$ cat src/rtl/phased_table_ctrl_if.sv
// Request/response bus between placement units and the placement table controller.
interface phased_table_ctrl_if #(
    parameter int unsigned ADDR_W = 4,
    parameter int unsigned DATA_W = 8
);
    logic              wr_req_valid;
    logic              wr_req_ready;
    logic [ADDR_W-1:0] wr_req_addr;
    logic [DATA_W-1:0] wr_req_data;
    logic              rd_req_valid;
    logic              rd_req_ready;
    logic [ADDR_W-1:0] rd_req_addr;
    logic              rd_rsp_valid;
    logic [ADDR_W-1:0] rd_rsp_addr;
    logic [DATA_W-1:0] rd_rsp_data;

    // Placement unit side: issues requests, receives responses.
    modport master (
        output wr_req_valid, wr_req_addr, wr_req_data, rd_req_valid, rd_req_addr,
        input  wr_req_ready, rd_req_ready, rd_rsp_valid, rd_rsp_addr, rd_rsp_data
    );

    // Table controller side.
    modport slave (
        input  wr_req_valid, wr_req_addr, wr_req_data, rd_req_valid, rd_req_addr,
        output wr_req_ready, rd_req_ready, rd_rsp_valid, rd_rsp_addr, rd_rsp_data
    );
endinterface

$ cat src/rtl/phased_table_ctrl.sv
// Placement table controller: buffers write/read requests in two FIFOs and
// services them on the write/read phase strobes of the 4-cycle frame.
module phased_table_ctrl #(
    parameter int unsigned ADDR_W     = 4,
    parameter int unsigned DATA_W     = 8,
    parameter int unsigned FIFO_DEPTH = 4
) (
    input  logic               clk,
    input  logic               rst,
    input  logic               write_en,
    input  logic               read_en,
    phased_table_ctrl_if.slave bus,
    output logic               busy
);
    localparam int unsigned PTR_W    = $clog2(FIFO_DEPTH);
    localparam int unsigned CNT_W    = PTR_W + 1;
    localparam int unsigned TBL_SIZE = 1 << ADDR_W;
    localparam logic [CNT_W-1:0] FULL_CNT = CNT_W'(FIFO_DEPTH);

    // Write request FIFO
    logic [ADDR_W-1:0] wr_addr_mem [FIFO_DEPTH];
    logic [DATA_W-1:0] wr_data_mem [FIFO_DEPTH];
    logic [PTR_W-1:0]  wr_head_q, wr_tail_q;
    logic [CNT_W-1:0]  wr_count_q;

    // Read request FIFO
    logic [ADDR_W-1:0] rd_addr_mem [FIFO_DEPTH];
    logic [PTR_W-1:0]  rd_head_q, rd_tail_q;
    logic [CNT_W-1:0]  rd_count_q;

    logic [DATA_W-1:0] tbl_q [TBL_SIZE];

    logic              rsp_valid_q;
    logic [ADDR_W-1:0] rsp_addr_q;
    logic [DATA_W-1:0] rsp_data_q;

    logic              wr_push, wr_pop, rd_push, rd_pop;
    logic [ADDR_W-1:0] rd_head_addr;

    // Ready comes from the pre-pop count, so a full FIFO never accepts in a pop cycle.
    assign bus.wr_req_ready = (wr_count_q != FULL_CNT);
    assign bus.rd_req_ready = (rd_count_q != FULL_CNT);

    assign wr_push = bus.wr_req_valid && bus.wr_req_ready;
    assign rd_push = bus.rd_req_valid && bus.rd_req_ready;
    assign wr_pop  = write_en && (wr_count_q != '0);
    assign rd_pop  = read_en && (rd_count_q != '0);

    assign rd_head_addr = rd_addr_mem[rd_head_q];

    assign bus.rd_rsp_valid = rsp_valid_q;
    assign bus.rd_rsp_addr  = rsp_addr_q;
    assign bus.rd_rsp_data  = rsp_data_q;

    assign busy = (wr_count_q != '0) || (rd_count_q != '0) || rsp_valid_q;

    // FIFO payload storage; contents are don't-care while the count says empty.
    always_ff @(posedge clk) begin
        if (wr_push) begin
            wr_addr_mem[wr_tail_q] <= bus.wr_req_addr;
            wr_data_mem[wr_tail_q] <= bus.wr_req_data;
        end
        if (rd_push) begin
            rd_addr_mem[rd_tail_q] <= bus.rd_req_addr;
        end
    end

    // Write FIFO pointers and occupancy.
    always_ff @(posedge clk or posedge rst) begin
        if (rst) begin
            wr_head_q  <= '0;
            wr_tail_q  <= '0;
            wr_count_q <= '0;
        end else begin
            if (wr_push) wr_tail_q <= wr_tail_q + PTR_W'(1);
            if (wr_pop)  wr_head_q <= wr_head_q + PTR_W'(1);
            if (wr_push && !wr_pop)      wr_count_q <= wr_count_q + CNT_W'(1);
            else if (!wr_push && wr_pop) wr_count_q <= wr_count_q - CNT_W'(1);
        end
    end

    // Read FIFO pointers and occupancy.
    always_ff @(posedge clk or posedge rst) begin
        if (rst) begin
            rd_head_q  <= '0;
            rd_tail_q  <= '0;
            rd_count_q <= '0;
        end else begin
            if (rd_push) rd_tail_q <= rd_tail_q + PTR_W'(1);
            if (rd_pop)  rd_head_q <= rd_head_q + PTR_W'(1);
            if (rd_push && !rd_pop)      rd_count_q <= rd_count_q + CNT_W'(1);
            else if (!rd_push && rd_pop) rd_count_q <= rd_count_q - CNT_W'(1);
        end
    end

    // Table commit: one write per write-phase strobe.
    always_ff @(posedge clk or posedge rst) begin
        if (rst) begin
            for (int i = 0; i < TBL_SIZE; i++) tbl_q[i] <= '0;
        end else if (wr_pop) begin
            tbl_q[wr_addr_mem[wr_head_q]] <= wr_data_mem[wr_head_q];
        end
    end

    // Read response: samples the table before any same-edge write lands.
    always_ff @(posedge clk or posedge rst) begin
        if (rst) begin
            rsp_valid_q <= 1'b0;
            rsp_addr_q  <= '0;
            rsp_data_q  <= '0;
        end else begin
            rsp_valid_q <= rd_pop;
            if (rd_pop) begin
                rsp_addr_q <= rd_head_addr;
                rsp_data_q <= tbl_q[rd_head_addr];
            end
        end
    end
endmodule

$ cat src/flat_wrapper.sv
// flat-port wrapper written by rule: the top's interface ports become plain ports
module phased_table_ctrl_flat 
#(
    parameter int unsigned ADDR_W     = 4,
    parameter int unsigned DATA_W     = 8,
    parameter int unsigned FIFO_DEPTH = 4
)
  (clk, rst, write_en, read_en, busy, bus_wr_req_valid, bus_wr_req_addr, bus_wr_req_data, bus_rd_req_valid, bus_rd_req_addr, bus_wr_req_ready, bus_rd_req_ready, bus_rd_rsp_valid, bus_rd_rsp_addr, bus_rd_rsp_data);
  phased_table_ctrl_if #(.ADDR_W(ADDR_W), .DATA_W(DATA_W)) bus_i ();
  input  logic clk;
  input  logic rst;
  input  logic write_en;
  input  logic read_en;
  output logic busy;
  input wire logic [$bits(bus_i.wr_req_valid)-1:0] bus_wr_req_valid;
  input wire logic [$bits(bus_i.wr_req_addr)-1:0] bus_wr_req_addr;
  input wire logic [$bits(bus_i.wr_req_data)-1:0] bus_wr_req_data;
  input wire logic [$bits(bus_i.rd_req_valid)-1:0] bus_rd_req_valid;
  input wire logic [$bits(bus_i.rd_req_addr)-1:0] bus_rd_req_addr;
  output wire logic [$bits(bus_i.wr_req_ready)-1:0] bus_wr_req_ready;
  output wire logic [$bits(bus_i.rd_req_ready)-1:0] bus_rd_req_ready;
  output wire logic [$bits(bus_i.rd_rsp_valid)-1:0] bus_rd_rsp_valid;
  output wire logic [$bits(bus_i.rd_rsp_addr)-1:0] bus_rd_rsp_addr;
  output wire logic [$bits(bus_i.rd_rsp_data)-1:0] bus_rd_rsp_data;
  assign bus_i.wr_req_valid = bus_wr_req_valid;
  assign bus_i.wr_req_addr = bus_wr_req_addr;
  assign bus_i.wr_req_data = bus_wr_req_data;
  assign bus_i.rd_req_valid = bus_rd_req_valid;
  assign bus_i.rd_req_addr = bus_rd_req_addr;
  assign bus_wr_req_ready = bus_i.wr_req_ready;
  assign bus_rd_req_ready = bus_i.rd_req_ready;
  assign bus_rd_rsp_valid = bus_i.rd_rsp_valid;
  assign bus_rd_rsp_addr = bus_i.rd_rsp_addr;
  assign bus_rd_rsp_data = bus_i.rd_rsp_data;
  phased_table_ctrl #(.ADDR_W(ADDR_W), .DATA_W(DATA_W), .FIFO_DEPTH(FIFO_DEPTH)) u_core (.clk(clk), .rst(rst), .write_en(write_en), .read_en(read_en), .bus(bus_i), .busy(busy));
endmodule
$ cat config.mk
export PLATFORM = sky130hd
export DESIGN_NAME = phased_table_ctrl_flat
export DESIGN_NICKNAME = d
export VERILOG_FILES = /design/src/rtl/phased_table_ctrl_if.sv /design/src/rtl/phased_table_ctrl.sv /design/src/flat_wrapper.sv
export SDC_FILE = /design/constraint.sdc
export NUM_CORES = 1
export LEC_CHECK = 0
export BUFFER_PORTS_ARGS = -buffer_cell sky130_fd_sc_hd__buf_2
export CELL_PAD_IN_SITES_DETAIL_PLACEMENT = 2
export CELL_PAD_IN_SITES_GLOBAL_PLACEMENT = 2
export CORE_MARGIN = 5
export CORE_UTILIZATION = 51
export CTS_BUF_LIST = sky130_fd_sc_hd__clkbuf_4
export CTS_CLUSTER_SIZE = 20
export DETAILED_ROUTE_END_ITERATION = 12
export GPL_ROUTABILITY_DRIVEN = 0
export PLACE_DENSITY = 0.89
export SYNTH_ARGS = -nofsm -noshare
export SYNTH_HDL_FRONTEND = slang
export SYNTH_SLANG_ARGS = --single-unit
$ cat constraint.sdc
create_clock -name clk -period 10.5 [get_ports clk]
set_input_delay 0.525 -clock clk [delete_from_list [all_inputs] [get_ports clk]]
set_output_delay 0.525 -clock clk [all_outputs]
set_load 0.01 [all_outputs]
==> impl_metrics.prom, run 1 <==
# TYPE chip_impl_metric gauge
chip_impl_info{name="crit_family",value="multiplexers"} 1
chip_impl_metric{name="number_of_clock_buffers_inserted_by_tritoncts",unit=""} 57
chip_impl_metric{name="die_h",unit="µm"} 147.1
chip_impl_metric{name="synth.lib_cells_used.distinct",unit=""} 41
chip_impl_metric{name="timing.fmax",unit="GHz"} 0.3132
chip_impl_metric{name="grt_usage",unit="%"} 28.58
chip_impl_metric{name="dr.pass1.iters",unit=""} 5
chip_impl_info{name="ys_top_cells_by_count",value="sky130_fd_sc_hd__dfrtp_1 (155), sky130_fd_sc_hd__mux2_2 (140), sky130_fd_sc_hd__edfxtp_1 (64)"} 1
chip_impl_metric{name="cts-resized-gates",unit=""} 0
chip_impl_metric{name="yosysWarningCount",unit=""} 0
chip_impl_metric{name="async_flop_share",unit="%"} 70.78
chip_impl_metric{name="post-route-min-period",unit="ns"} 3.192
chip_impl_metric{name="synthesis.nets",unit=""} 669
chip_impl_metric{name="multiInputGateArea",unit="µm²"} 3603
chip_impl_metric{name="cp.required",unit="ns"} 11.10
chip_impl_metric{name="drt-vias-per-instance",unit=""} 6.035
chip_impl_info{name="status",value="finished clean"} 1
chip_impl_metric{name="share_of_cells_above_drive_strength_1",unit="%"} 40.40
chip_impl_metric{name="nNetsFinal",unit=""} 750
chip_impl_info{name="crit_slowest_cell",value="sky130_fd_sc_hd__dfrtp_1"} 1
chip_impl_metric{name="layout_setup_ws",unit="ns"} 7.308
chip_impl_info{name="start_kind",value="flop"} 1
chip_impl_metric{name="area.sequential",unit="µm²"} 5801
chip_impl_info{name="synth.most_common_cell",value="sky130_fd_sc_hd__dfrtp_1"} 1
chip_impl_metric{name="finalSetupViolCount",unit=""} 0
chip_impl_info{name="cp_cell_sequence",value="mux4_2, nor3_4, nor2b_1, mux2_2"} 1
chip_impl_metric{name="ir_drop",unit="µV"} 199.6
chip_impl_metric{name="report.final.hold_viol_count",unit=""} 0
chip_impl_metric{name="first_global_vias",unit=""} 7173
chip_impl_metric{name="tritoncts_num_sinks",unit=""} 219
chip_impl_metric{name="timing.slew.headroom",unit="%"} 22.26
chip_impl_metric{name="wl_per_cell",unit="µm"} 30.31
chip_impl_metric{name="final_cycle_share",unit="%"} 30.40
chip_impl_metric{name="pre_cts_slack",unit="ns"} 7.383
chip_impl_metric{name="die_area",unit="µm²"} 21640
chip_impl_metric{name="clk_slew_on_worst_s_h_paths",unit="ns"} 0.09
chip_impl_metric{name="core_region_area",unit="µm²"} 18580
chip_impl_metric{name="final_routed_wirelength",unit="µm"} 29980
chip_impl_metric{name="synthDominantCellAreaShare",unit="%"} 40.45
chip_impl_metric{name="timing.final.max_slew_violations",unit=""} 0
chip_impl_metric{name="antenna_violations_before_repair",unit=""} 0
chip_impl_metric{name="route.vias.total",unit=""} 5969
chip_impl_metric{name="netlist_area",unit="µm²"} 9588
chip_impl_metric{name="grt_max_degree",unit=""} 84
chip_impl_info{name="worst-setup-path-type",value="reg2reg"} 1
chip_impl_metric{name="wire_length_of_the_first_global_routing_pass",unit="µm"} 46100
chip_impl_info{name="grt_setup_unrepaired",value="false"} 1
chip_impl_info{name="cts.root.buffer_cell",value="sky130_fd_sc_hd__clkbuf_4"} 1
chip_impl_metric{name="detailedPlacementHpwl",unit="µm"} 16790
chip_impl_metric{name="syn_inst",unit=""} 635
chip_impl_metric{name="antenna-diode-count",unit=""} 0
chip_impl_metric{name="delay_contributed_by_the_slowest_stage_of_the_critical_path",unit="ns"} 0.89
chip_impl_metric{name="synth_enable_flop_cells",unit=""} 64
chip_impl_metric{name="initial_core_util",unit="%"} 51.60
chip_impl_metric{name="static-leakage-power",unit="nW"} 4.664
chip_impl_metric{name="gr-total-overflow",unit=""} 0
chip_impl_metric{name="yosys_register_bits",unit=""} 219
chip_impl_metric{name="h_tree_depth_reported_by_cts",unit=""} 2
chip_impl_metric{name="max_cap_violations",unit=""} 0
chip_impl_metric{name="fin_skew",unit="ns"} 0.06693
chip_impl_metric{name="power_per_cell_area",unit="nW/µm²"} 347.4
chip_impl_info{name="synth.largest_area_cell",value="sky130_fd_sc_hd__dfrtp_1"} 1
chip_impl_metric{name="numPortBuffers",unit=""} 37
chip_impl_metric{name="cts.repair_timing.setup_buffer_count",unit=""} 0
chip_impl_metric{name="clock_insertion_delay_worst_skew",unit="ns"} 0.74
chip_impl_info{name="ys_dominant_reg_cell",value="sky130_fd_sc_hd__dfrtp_1"} 1
chip_impl_metric{name="timing.critical_path.arrival",unit="ns"} 3.79
chip_impl_metric{name="drt.antenna.violating_nets",unit=""} 0
chip_impl_metric{name="num_io_pins",unit=""} 38
chip_impl_metric{name="ctsLongestPathBuffers",unit=""} 3
chip_impl_info{name="synth_area_leaders",value="sky130_fd_sc_hd__dfrtp_1 (40%), sky130_fd_sc_hd__edfxtp_1 (20%), sky130_fd_sc_hd__mux2_2 (16%)"} 1
chip_impl_info{name="worst_hold_path_type",value="in2reg"} 1
chip_impl_info{name="kind_of_capture_point_of_the_worst_setup_path",value="flop"} 1
chip_impl_metric{name="layout.filler_cells",unit=""} 1630
chip_impl_metric{name="die_w",unit="µm"} 147.1
chip_impl_metric{name="sequential_cell_area_fraction_in_the_yosys_report",unit="%"} 60.50
chip_impl_metric{name="drt_iter0_markers",unit=""} 288
chip_impl_metric{name="timing_worst_slew_pin_value",unit="ns"} 1.166
chip_impl_info{name="tritoncts",value="built"} 1
chip_impl_metric{name="post_synth.cell_area_avg",unit="µm²"} 15.10
chip_impl_metric{name="drt_drc_violations_left",unit=""} 0
chip_impl_metric{name="critical_path_peak_fanout",unit=""} 14
chip_impl_metric{name="timing.critical_path.buf_inv",unit=""} 0
chip_impl_metric{name="fin_tns_setup",unit="ns"} 0
chip_impl_metric{name="std_cell_rows",unit=""} 50
chip_impl_metric{name="areaGrowthSynthToFinish",unit="%"} 12.78
per-layer routing:
metal,routed length [µm],up-vias,global-route usage (%)
met1,12100,3175,34.88
li1,-,2534,-
met4,1158,0,12.49
met2,15570,178,49.65
met5,0,-,0
met3,1152,82,5.490
placed cells by master (no fill, tap or decap), types with 3 or more instances in the layout:
cell and count:
sky130_fd_sc_hd__dfrtp_1 155, sky130_fd_sc_hd__mux2_2 140, sky130_fd_sc_hd__clkbuf_4 87, sky130_fd_sc_hd__edfxtp_1 64, sky130_fd_sc_hd__mux2i_1 48, sky130_fd_sc_hd__nand2_1 37
sky130_fd_sc_hd__buf_2 37, sky130_fd_sc_hd__a22oi_1 16, sky130_fd_sc_hd__o211ai_1 16, sky130_fd_sc_hd__mux4_2 15, sky130_fd_sc_hd__dlygate4sd3_1 14, sky130_fd_sc_hd__inv_1 11
sky130_fd_sc_hd__ha_1 10, sky130_fd_sc_hd__nor2_1 9, sky130_fd_sc_hd__nand2_2 9, sky130_fd_sc_hd__nand3_1 8, sky130_fd_sc_hd__nand4_1 8, sky130_fd_sc_hd__xnor2_1 8
sky130_fd_sc_hd__and3_1 8, sky130_fd_sc_hd__clkinv_1 8, sky130_fd_sc_hd__mux2_1 7, sky130_fd_sc_hd__nor2b_1 5, sky130_fd_sc_hd__xor2_1 4, sky130_fd_sc_hd__o21ai_0 3
sky130_fd_sc_hd__and2_0 3
flip-flops by register name, indices dropped and copies added (netlist names):
name and flops:
u_core.bus.rd_rsp_addr 4, u_core.bus.rd_rsp_data 8, u_core.bus.rd_rsp_valid 1, u_core.rd_addr_mem 16
u_core.rd_count_q 3, u_core.rd_head_q 2, u_core.rd_tail_q 2, u_core.tbl_q 128
u_core.wr_addr_mem 16, u_core.wr_count_q 3, u_core.wr_data_mem 32, u_core.wr_head_q 2
u_core.wr_tail_q 2
per-stage QoR:
stage	total power [mW]	cell area (µm²)	hold slack (ns)	util, %	cells
after floorplan	2.400	9588	0.4574	-	635
after global routing	3.938	10810	0.04551	58.20	989
after CTS	3.753	10810	0.01590	58.20	989
final	3.756	10810	0.07443	58.20	989
after detailed placement	2.869	9947	0.4833	53.54	877
after global placement	2.681	9947	0.4589	53.54	877
kinds of logic (layout without fill, tap and decap cells):
logic type | count (synthesis) | count (layout) | share of synthesized area (%)
compound gates | 38 | 38 | 2.910
flops | 219 | 219 | 60.50
mux | 211 | 211 | 26.03
simple gates | 100 | 100 | 5.742
xor+xnor | 12 | 12 | 1.096
fa+ha+maj | 12 | 12 | 1.723
buf+inv | 43 | 163 | 1.997
path summary, 6_finish.rpt:
check	start	end	slack, ns	depth (start not counted)
worst max-delay path	u_core.wr_head_q[0]	u_core.tbl_q[102]	7.31	4
worst min-delay path	bus_wr_req_data[7]	u_core.wr_data_mem[2][7]	0.07	1
worst max register to register	u_core.wr_head_q[0]	u_core.tbl_q[102]	7.31	4
worst min register to register	u_core.tbl_q[30]	u_core.tbl_q[30]	0.50	1
max in group asynchronous	rst	u_core.tbl_q[113]	8.45	4
min in group asynchronous	rst	u_core.bus.rd_rsp_addr[1]	0.51	3
final cells by class:
cell class / count / area share (%)
well taps: 234 / 2.708
clock inverters: 11 / 0.6711
flip-flops and latches: 219 / 53.64
multi-input cells: 373 / 33.33
clock buffers: 87 / 6.040
repair buffers: 53 / 3.147
inverters: 12 / 0.4629
report_power, final:
group | leakage (nW) | total [mW] | switching [mW] | internal [mW]
Sequential | 2.49 | 1.49 | 0.260 | 1.23
Combinational | 1.74 | 1.48 | 0.867 | 0.616
Clock | 0.431 | 0.787 | 0.389 | 0.398
repair_timing:
| item | CTS | global route |
|---|---|---|
| hold buffers | 14 | 0 |
| hold endpoints to repair | 96 | 0 |
| endpoints found under the setup margin | 0 | 0 |
Power figures use the tool's default switching activity.
==> inputs of run 2 (changes only) <==
--- a/config.mk
+++ b/config.mk
@@ -9,12 +9,12 @@
 export CELL_PAD_IN_SITES_DETAIL_PLACEMENT = 2
 export CELL_PAD_IN_SITES_GLOBAL_PLACEMENT = 2
 export CORE_MARGIN = 5
-export CORE_UTILIZATION = 51
+export CORE_UTILIZATION = 43
 export CTS_BUF_LIST = sky130_fd_sc_hd__clkbuf_4
 export CTS_CLUSTER_SIZE = 20
 export DETAILED_ROUTE_END_ITERATION = 12
 export GPL_ROUTABILITY_DRIVEN = 0
-export PLACE_DENSITY = 0.89
+export PLACE_DENSITY = 0.8
 export SYNTH_ARGS = -nofsm -noshare
 export SYNTH_HDL_FRONTEND = slang
 export SYNTH_SLANG_ARGS = --single-unit
==> constraint.sdc (replaced) <==
create_clock -name clk -period 2.7 [get_ports clk]
set_input_delay 0.135 -clock clk [delete_from_list [all_inputs] [get_ports clk]]
set_output_delay 0.135 -clock clk [all_outputs]
set_load 0.01 [all_outputs]
==> run 2 against run 1 <==
Effect of this change:
- worst hold slack lost 0.026 ns
- core utilization shrank 7.2 points
- routed wire length shrank 10%
- final cell count grew 8.2%
- critical path depth grew 4
- register-to-register slack lost 7.1 ns
- clock power grew to 3.8 times the previous value
- sequential share of layout area shrank 1.7 points
- die area grew 17%
- flip-flop and latch count is the same
- critical path type unchanged
==> impl_metrics.prom, run 2 (synthesis gave the netlist of run 1 again) <==
# TYPE chip_impl_metric gauge
chip_impl_metric{name="drt_iter0_markers",unit=""} 220
chip_impl_info{name="cts.root.buffer_cell",value="sky130_fd_sc_hd__clkbuf_4"} 1
chip_impl_metric{name="ir_drop",unit="µV"} 572.5
chip_impl_metric{name="timing.slew.headroom",unit="%"} 51.85
chip_impl_metric{name="final_cycle_share",unit="%"} 94.12
chip_impl_info{name="status",value="finished clean"} 1
chip_impl_metric{name="ff2ff_path_depth",unit=""} 8
chip_impl_metric{name="post-route-min-period",unit="ns"} 2.541
chip_impl_info{name="tritoncts",value="built"} 1
chip_impl_metric{name="num_io_pins",unit=""} 38
chip_impl_metric{name="nNetsFinal",unit=""} 776
chip_impl_info{name="start_kind",value="flop"} 1
chip_impl_metric{name="critical_path_peak_fanout",unit=""} 5
chip_impl_metric{name="fin_tns_setup",unit="ns"} 0
chip_impl_metric{name="static-leakage-power",unit="nW"} 4.826
chip_impl_metric{name="wl_per_cell",unit="µm"} 25.12
chip_impl_metric{name="finalSetupViolCount",unit=""} 0
chip_impl_metric{name="final_routed_wirelength",unit="µm"} 26880
chip_impl_metric{name="timing.critical_path.arrival",unit="ns"} 3.12
chip_impl_metric{name="die_area",unit="µm²"} 25380
chip_impl_metric{name="clock_insertion_delay_worst_skew",unit="ns"} 0.70
chip_impl_info{name="largest_register",value="u_core.tbl_q"} 1
chip_impl_metric{name="area.sequential",unit="µm²"} 5802
chip_impl_metric{name="grt_max_degree",unit=""} 66
chip_impl_metric{name="areaGrowthSynthToFinish",unit="%"} 16.52
chip_impl_metric{name="report.final.hold_viol_count",unit=""} 0
chip_impl_info{name="worst-setup-path-type",value="reg2reg"} 1
chip_impl_metric{name="timing.fmax",unit="GHz"} 0.3935
chip_impl_metric{name="route.vias.total",unit=""} 5865
chip_impl_metric{name="detailedPlacementHpwl",unit="µm"} 17030
chip_impl_metric{name="share_of_cells_above_drive_strength_1",unit="%"} 42.21
chip_impl_metric{name="cts.repair_timing.setup_buffer_count",unit=""} 0
chip_impl_metric{name="h_tree_depth_reported_by_cts",unit=""} 2
chip_impl_metric{name="antenna_violations_before_repair",unit=""} 1
chip_impl_metric{name="gr-total-overflow",unit=""} 0
chip_impl_metric{name="tritoncts_num_sinks",unit=""} 219
chip_impl_metric{name="first_global_vias",unit=""} 7077
chip_impl_metric{name="numPortBuffers",unit=""} 37
chip_impl_info{name="biggestRegsByFlops",value="u_core.tbl_q (128), u_core.wr_data_mem (32)"} 1
chip_impl_info{name="grt_setup_unrepaired",value="false"} 1
chip_impl_metric{name="die_w",unit="µm"} 159.3
chip_impl_metric{name="wire_length_of_the_first_global_routing_pass",unit="µm"} 42410
chip_impl_info{name="leading_cell_types_in_the_layout_fill_and_taps_excluded",value="sky130_fd_sc_hd__dfrtp_1 (154), sky130_fd_sc_hd__mux2_2 (140), sky130_fd_sc_hd__clkbuf_4 (95)"} 1
chip_impl_metric{name="drt.antenna.violating_nets",unit=""} 0
chip_impl_metric{name="fin_skew",unit="ns"} 0.04277
chip_impl_metric{name="timing.final.max_slew_violations",unit=""} 0
chip_impl_metric{name="max_cap_violations",unit=""} 0
chip_impl_metric{name="largest_register_ff_count",unit=""} 128
chip_impl_metric{name="final_cells",unit=""} 1070
chip_impl_metric{name="power_per_cell_area",unit="nW/µm²"} 1289
chip_impl_info{name="kind_of_capture_point_of_the_worst_setup_path",value="flop"} 1
chip_impl_metric{name="placed_cell_count",unit=""} 942
chip_impl_metric{name="clk_slew_on_worst_s_h_paths",unit="ns"} 0.07
chip_impl_metric{name="drt-vias-per-instance",unit=""} 5.481
chip_impl_metric{name="initial_core_util",unit="%"} 43.80
chip_impl_metric{name="multiInputGateArea",unit="µm²"} 3608
chip_impl_metric{name="core_region_area",unit="µm²"} 21890
chip_impl_metric{name="hold_path_cell_cnt",unit=""} 4
chip_impl_metric{name="grt_usage",unit="%"} 21.14
chip_impl_metric{name="die_h",unit="µm"} 159.3
chip_impl_metric{name="drt_drc_violations_left",unit=""} 0
chip_impl_metric{name="timing_worst_slew_pin_value",unit="ns"} 0.7208
chip_impl_metric{name="number_of_clock_buffers_inserted_by_tritoncts",unit=""} 58
chip_impl_metric{name="cp.required",unit="ns"} 3.28
chip_impl_info{name="layout_commonest_cell",value="sky130_fd_sc_hd__dfrtp_1"} 1
chip_impl_metric{name="layout.filler_cells",unit=""} 2062
chip_impl_metric{name="std_cell_rows",unit=""} 54
chip_impl_info{name="worst_hold_path_type",value="in2reg"} 1
chip_impl_metric{name="ctsLongestPathBuffers",unit=""} 3
chip_impl_metric{name="dr.pass1.iters",unit=""} 4
run 2: changes by cell type in the layout (fill, tap and decap cells not counted), sizes merged:
cell,before,now
clkbuf,87,95
clkinvlp,1,2
diode,0,1
dlygate4sd3,14,20
buf,39,58
clkinv,9,10
bufinv,1,0
run 2: layer usage:
layer	GRT usage, %	vias to the layer above	part of all wire, %
met3	3.909	55	3.4
met1	26.65	3100	41
met4	5.467	0	2.4
li1	-	2587	-
met5	0	-	0
met2	37.57	123	53
run 2: critical path: stages (launching register included):
cell,delay [ns]
sky130_fd_sc_hd__dfrtp_1,0.47
sky130_fd_sc_hd__o31a_1,0.42
sky130_fd_sc_hd__inv_1,0.31
sky130_fd_sc_hd__ha_1,0.27
sky130_fd_sc_hd__inv_1,0.08
sky130_fd_sc_hd__fa_1,0.38
sky130_fd_sc_hd__xor2_1,0.17
sky130_fd_sc_hd__nor2_1,0.13
sky130_fd_sc_hd__xor2_1,0.21
run 2: timing repair:
item / 4_1_cts / 5_1_grt
hold endpoints to repair: 115 / 0
gates resized for setup: 0 / 2
hold buffers: 20 / 0
setup endpoints to repair: 0 / 7
run 2: power breakdown:
group	total [mW]	switching, mW	internal, mW
Sequential	5.66	0.888	4.77
Clock	3.00	1.41	1.58
Combinational	5.75	3.23	2.52
run 2: final timing paths:
check / startpoint / endpoint / slack, ns
max: u_core.wr_count_q[0] / u_core.wr_count_q[2] / 0.16
min: read_en / u_core.rd_count_q[0] / 0.05
max reg2reg: u_core.wr_count_q[0] / u_core.wr_count_q[2] / 0.16
min reg2reg: u_core.bus.rd_rsp_addr[3] / u_core.bus.rd_rsp_addr[3] / 0.49
max in group asynchronous: rst / u_core.wr_tail_q[0] / 1.65
min in group asynchronous: rst / u_core.tbl_q[105] / 0.11
run 2: final cells by class:
class                      instances  area share, %
clock inverter                    12         0.4816
timing repair buffer              78          5.309
antenna                            1        0.02240
clock buffer                      95          6.384
tap                              280          3.136
multi-input combinational        373          32.30
inverter                          12         0.4368
sequential                       219          51.93
run 2: metrics by stage:
step                utilization (%)  instance area [µm²]  power, mW  setup WS (ns)  hold slack, ns
floorplan                         -                 9592      9.335         0.1865          0.2339
global placement              46.58                10200      10.72         0.2872          0.2720
detailed placement            46.58                10200      11.31         0.1820          0.2902
CTS                           50.99                11160      14.42         0.1108        0.004666
global route                  51.03                11170      15.29       0.008041         0.01218
finish                        51.03                11170      14.40         0.1588         0.04814
==> inputs of run 3 (changes only) <==
--- a/config.mk
+++ b/config.mk
@@ -6,10 +6,8 @@
 export NUM_CORES = 1
 export LEC_CHECK = 0
 export BUFFER_PORTS_ARGS = -buffer_cell sky130_fd_sc_hd__buf_2
-export CELL_PAD_IN_SITES_DETAIL_PLACEMENT = 2
-export CELL_PAD_IN_SITES_GLOBAL_PLACEMENT = 2
 export CORE_MARGIN = 5
-export CORE_UTILIZATION = 43
+export CORE_UTILIZATION = 58
 export CTS_BUF_LIST = sky130_fd_sc_hd__clkbuf_4
 export CTS_CLUSTER_SIZE = 20
 export DETAILED_ROUTE_END_ITERATION = 12
==> constraint.sdc (replaced) <==
create_clock -name clk -period 2.23 [get_ports clk]
set_input_delay 0.1115 -clock clk [delete_from_list [all_inputs] [get_ports clk]]
set_output_delay 0.1115 -clock clk [all_outputs]
set_load 0.01 [all_outputs]
==> run 3 against run 2 <==
Effect of this change:
- critical endpoint is now u_core.bus.rd_rsp_data[1]
- largest power group unchanged
- via count is 2.3% lower
- die area is 24% lower
- design area up 0.28%
- combinational power is 21% higher
==> impl_metrics.prom, run 3 (synthesis gave the netlist of run 1 again) <==
# TYPE chip_impl_metric gauge
chip_impl_info{name="status",value="finished clean"} 1
chip_impl_info{name="timing.hold.worst_endpoint",value="u_core.wr_addr_mem[0][2]"} 1
chip_impl_info{name="tritoncts",value="built"} 1
chip_impl_metric{name="wire_length_of_the_first_global_routing_pass",unit="µm"} 33370
chip_impl_metric{name="timing.critical_path.buf_inv",unit=""} 1
chip_impl_metric{name="gr-total-overflow",unit=""} 0
chip_impl_info{name="min_from",value="bus_wr_req_addr[2]"} 1
chip_impl_info{name="kind_of_capture_point_of_the_worst_setup_path",value="flop"} 1
chip_impl_metric{name="clk_slew_on_worst_s_h_paths",unit="ns"} 0.07
chip_impl_metric{name="drt.antenna.violating_nets",unit=""} 0
chip_impl_info{name="crit_family",value="multiplexers"} 1
chip_impl_info{name="worst-setup-path-type",value="reg2reg"} 1
chip_impl_info{name="critical_path.reg2reg.endpoint",value="u_core.bus.rd_rsp_data[1]"} 1
chip_impl_info{name="grt_setup_unrepaired",value="true"} 1
chip_impl_metric{name="numPortBuffers",unit=""} 37
chip_impl_info{name="cts.root.buffer_cell",value="sky130_fd_sc_hd__clkbuf_4"} 1
chip_impl_metric{name="timing.slew.headroom",unit="%"} 56.72
chip_impl_metric{name="finalSetupViolCount",unit=""} 0
chip_impl_info{name="start_kind",value="flop"} 1
chip_impl_metric{name="detailedPlacementHpwl",unit="µm"} 13100
chip_impl_metric{name="final_routed_wirelength",unit="µm"} 20400
chip_impl_metric{name="die_h",unit="µm"} 138.6
chip_impl_metric{name="die_w",unit="µm"} 138.6
chip_impl_metric{name="largest_register_ff_count",unit=""} 128
chip_impl_metric{name="die_area",unit="µm²"} 19200
chip_impl_metric{name="num_io_pins",unit=""} 38
chip_impl_metric{name="timing.fmax",unit="GHz"} 0.4566
chip_impl_metric{name="hold_slack",unit="ns"} 0.2217
chip_impl_info{name="leading_cell_types_in_the_layout_fill_and_taps_excluded",value="sky130_fd_sc_hd__dfrtp_1 (151), sky130_fd_sc_hd__mux2_2 (140), sky130_fd_sc_hd__clkbuf_4 (81)"} 1
chip_impl_metric{name="fin_skew",unit="ns"} 0.03849
chip_impl_metric{name="r2r_setup_slack",unit="ns"} 0.04
chip_impl_metric{name="nNetsFinal",unit=""} 785
chip_impl_metric{name="timing.critical_path.arrival",unit="ns"} 2.70
chip_impl_metric{name="number_of_clock_buffers_inserted_by_tritoncts",unit=""} 55
chip_impl_metric{name="drt_drc_violations_left",unit=""} 0
chip_impl_metric{name="ff2ff_path_depth",unit=""} 6
chip_impl_metric{name="share_of_cells_above_drive_strength_1",unit="%"} 43.54
chip_impl_metric{name="max_cap_violations",unit=""} 0
chip_impl_metric{name="core_region_area",unit="µm²"} 16410
chip_impl_info{name="r2r_path_start",value="u_core.rd_head_q[0]"} 1
chip_impl_metric{name="tritoncts_num_sinks",unit=""} 219
chip_impl_metric{name="timing.final.max_slew_violations",unit=""} 0
chip_impl_metric{name="antenna_violations_before_repair",unit=""} 1
chip_impl_info{name="worst_hold_path_type",value="in2reg"} 1
chip_impl_metric{name="dr.pass1.iters",unit=""} 5
chip_impl_metric{name="h_tree_depth_reported_by_cts",unit=""} 2
chip_impl_metric{name="delay_contributed_by_the_slowest_stage_of_the_critical_path",unit="ns"} 0.73
chip_impl_info{name="largest_register",value="u_core.tbl_q"} 1
chip_impl_metric{name="final_cycle_share",unit="%"} 98.21
chip_impl_metric{name="post-route-min-period",unit="ns"} 2.190
chip_impl_metric{name="ir_drop",unit="µV"} 889.1
chip_impl_info{name="biggestRegsByFlops",value="u_core.tbl_q (128), u_core.wr_data_mem (32)"} 1
chip_impl_info{name="cp_cell_sequence",value="mux4_4, buf_12, mux2i_1, a22oi_1, nand3_1, nand4_1"} 1
chip_impl_metric{name="hold_path_cell_cnt",unit=""} 2
chip_impl_metric{name="drt-vias-per-instance",unit=""} 5.670
chip_impl_metric{name="clock_insertion_delay_worst_skew",unit="ns"} 0.65
chip_impl_metric{name="report.final.hold_viol_count",unit=""} 0
chip_impl_metric{name="timing_worst_slew_pin_value",unit="ns"} 0.6492
chip_impl_metric{name="drt_iter0_markers",unit=""} 355
chip_impl_metric{name="power_per_cell_area",unit="nW/µm²"} 1503
chip_impl_metric{name="static-leakage-power",unit="nW"} 4.871
chip_impl_metric{name="cp.required",unit="ns"} 2.74
chip_impl_metric{name="grt_usage",unit="%"} 21.86
chip_impl_metric{name="wl_per_cell",unit="µm"} 20.18
chip_impl_metric{name="total_power",unit="mW"} 16.84
chip_impl_info{name="crit_slowest_cell",value="sky130_fd_sc_hd__mux4_4"} 1
chip_impl_metric{name="first_global_vias",unit=""} 6295
chip_impl_metric{name="ctsLongestPathBuffers",unit=""} 3
chip_impl_metric{name="std_cell_rows",unit=""} 47
chip_impl_metric{name="critical_path_peak_fanout",unit=""} 30
chip_impl_info{name="layout_commonest_cell",value="sky130_fd_sc_hd__dfrtp_1"} 1
chip_impl_metric{name="route.vias.total",unit=""} 5732
chip_impl_metric{name="grt_max_degree",unit=""} 77
chip_impl_metric{name="initial_core_util",unit="%"} 58.44
chip_impl_metric{name="areaGrowthSynthToFinish",unit="%"} 16.85
-- run 3: cell count changes in the layout (fill, tap and decap cells not counted), moves of 5 or more --
cell / change
sky130_fd_sc_hd__clkbuf_4: -14
sky130_fd_sc_hd__buf_4: +5
sky130_fd_sc_hd__mux2i_1: -5
sky130_fd_sc_hd__mux2i_2: +5
-- run 3: cell type report --
type	count	area (µm²)
sequential	219	5806
fill	1095	5204
multi-input combinational	373	3681
timing repair buffer	90	724.4
clock buffer	81	608.1
tap	220	275.3
clock inverter	15	57.56
inverter	12	48.80
antenna	1	2.502
-- run 3: worst max path at each step --
stage / slack (ns) / end / startpoint / cells past startpoint
after floorplan: 0.08 / u_core.rd_count_q[2] / u_core.rd_count_q[0] / 8
after global placement: -0.05 / u_core.tbl_q[95] / u_core.wr_head_q[0] / 4
after detailed placement: -0.11 / u_core.tbl_q[77] / u_core.wr_head_q[0] / 4
after CTS: 0.02 / u_core.tbl_q[78] / u_core.wr_head_q[0] / 4
after global routing: -0.03 / u_core.bus.rd_rsp_data[1] / u_core.rd_head_q[0] / 5
final: 0.04 / u_core.bus.rd_rsp_data[1] / u_core.rd_head_q[0] / 6
-- run 3: metal layers --
| layer | GRT usage [%] | part of all wire (%) |
|---|---|---|
| met5 | 0 | 0 |
| met4 | 7.280 | 2.4 |
| met3 | 4.690 | 4.3 |
| met2 | 35.79 | 50 |
| met1 | 29.47 | 43 |
-- run 3: per-stage QoR --
stage                     setup TNS [ns]  util (%)  cells  setup slack, ns  cell area, µm²
after CTS                              0     67.70   1008          0.02090           11110
after floorplan                        0         -    635          0.08119            9607
after detailed placement          -4.934     62.26    890          -0.1068           10210
after global routing             -0.1206     68.28   1011         -0.02941           11200
final                                  0     68.28   1011          0.03981           11200
after global placement           -0.8587     62.26    890         -0.05359           10210
-- run 3: report_power, final --
| group | switching [mW] | leakage (nW) | internal (mW) |
|---|---|---|---|
| registers | 0.902 | 2.49 | 5.78 |
| logic | 3.69 | 1.98 | 3.29 |
| clock network | 1.52 | 0.407 | 1.65 |
| total | 6.12 | 4.87 | 10.7 |
-- run 3: repair_timing --
action,in CTS,in global routing
pin swaps,0,3
gates cloned,0,0
buffers inserted,0,2
hold buffers,22,0
endpoints found under the setup margin,91,92
endpoints found under the hold margin,245,0
resized for setup,3,21
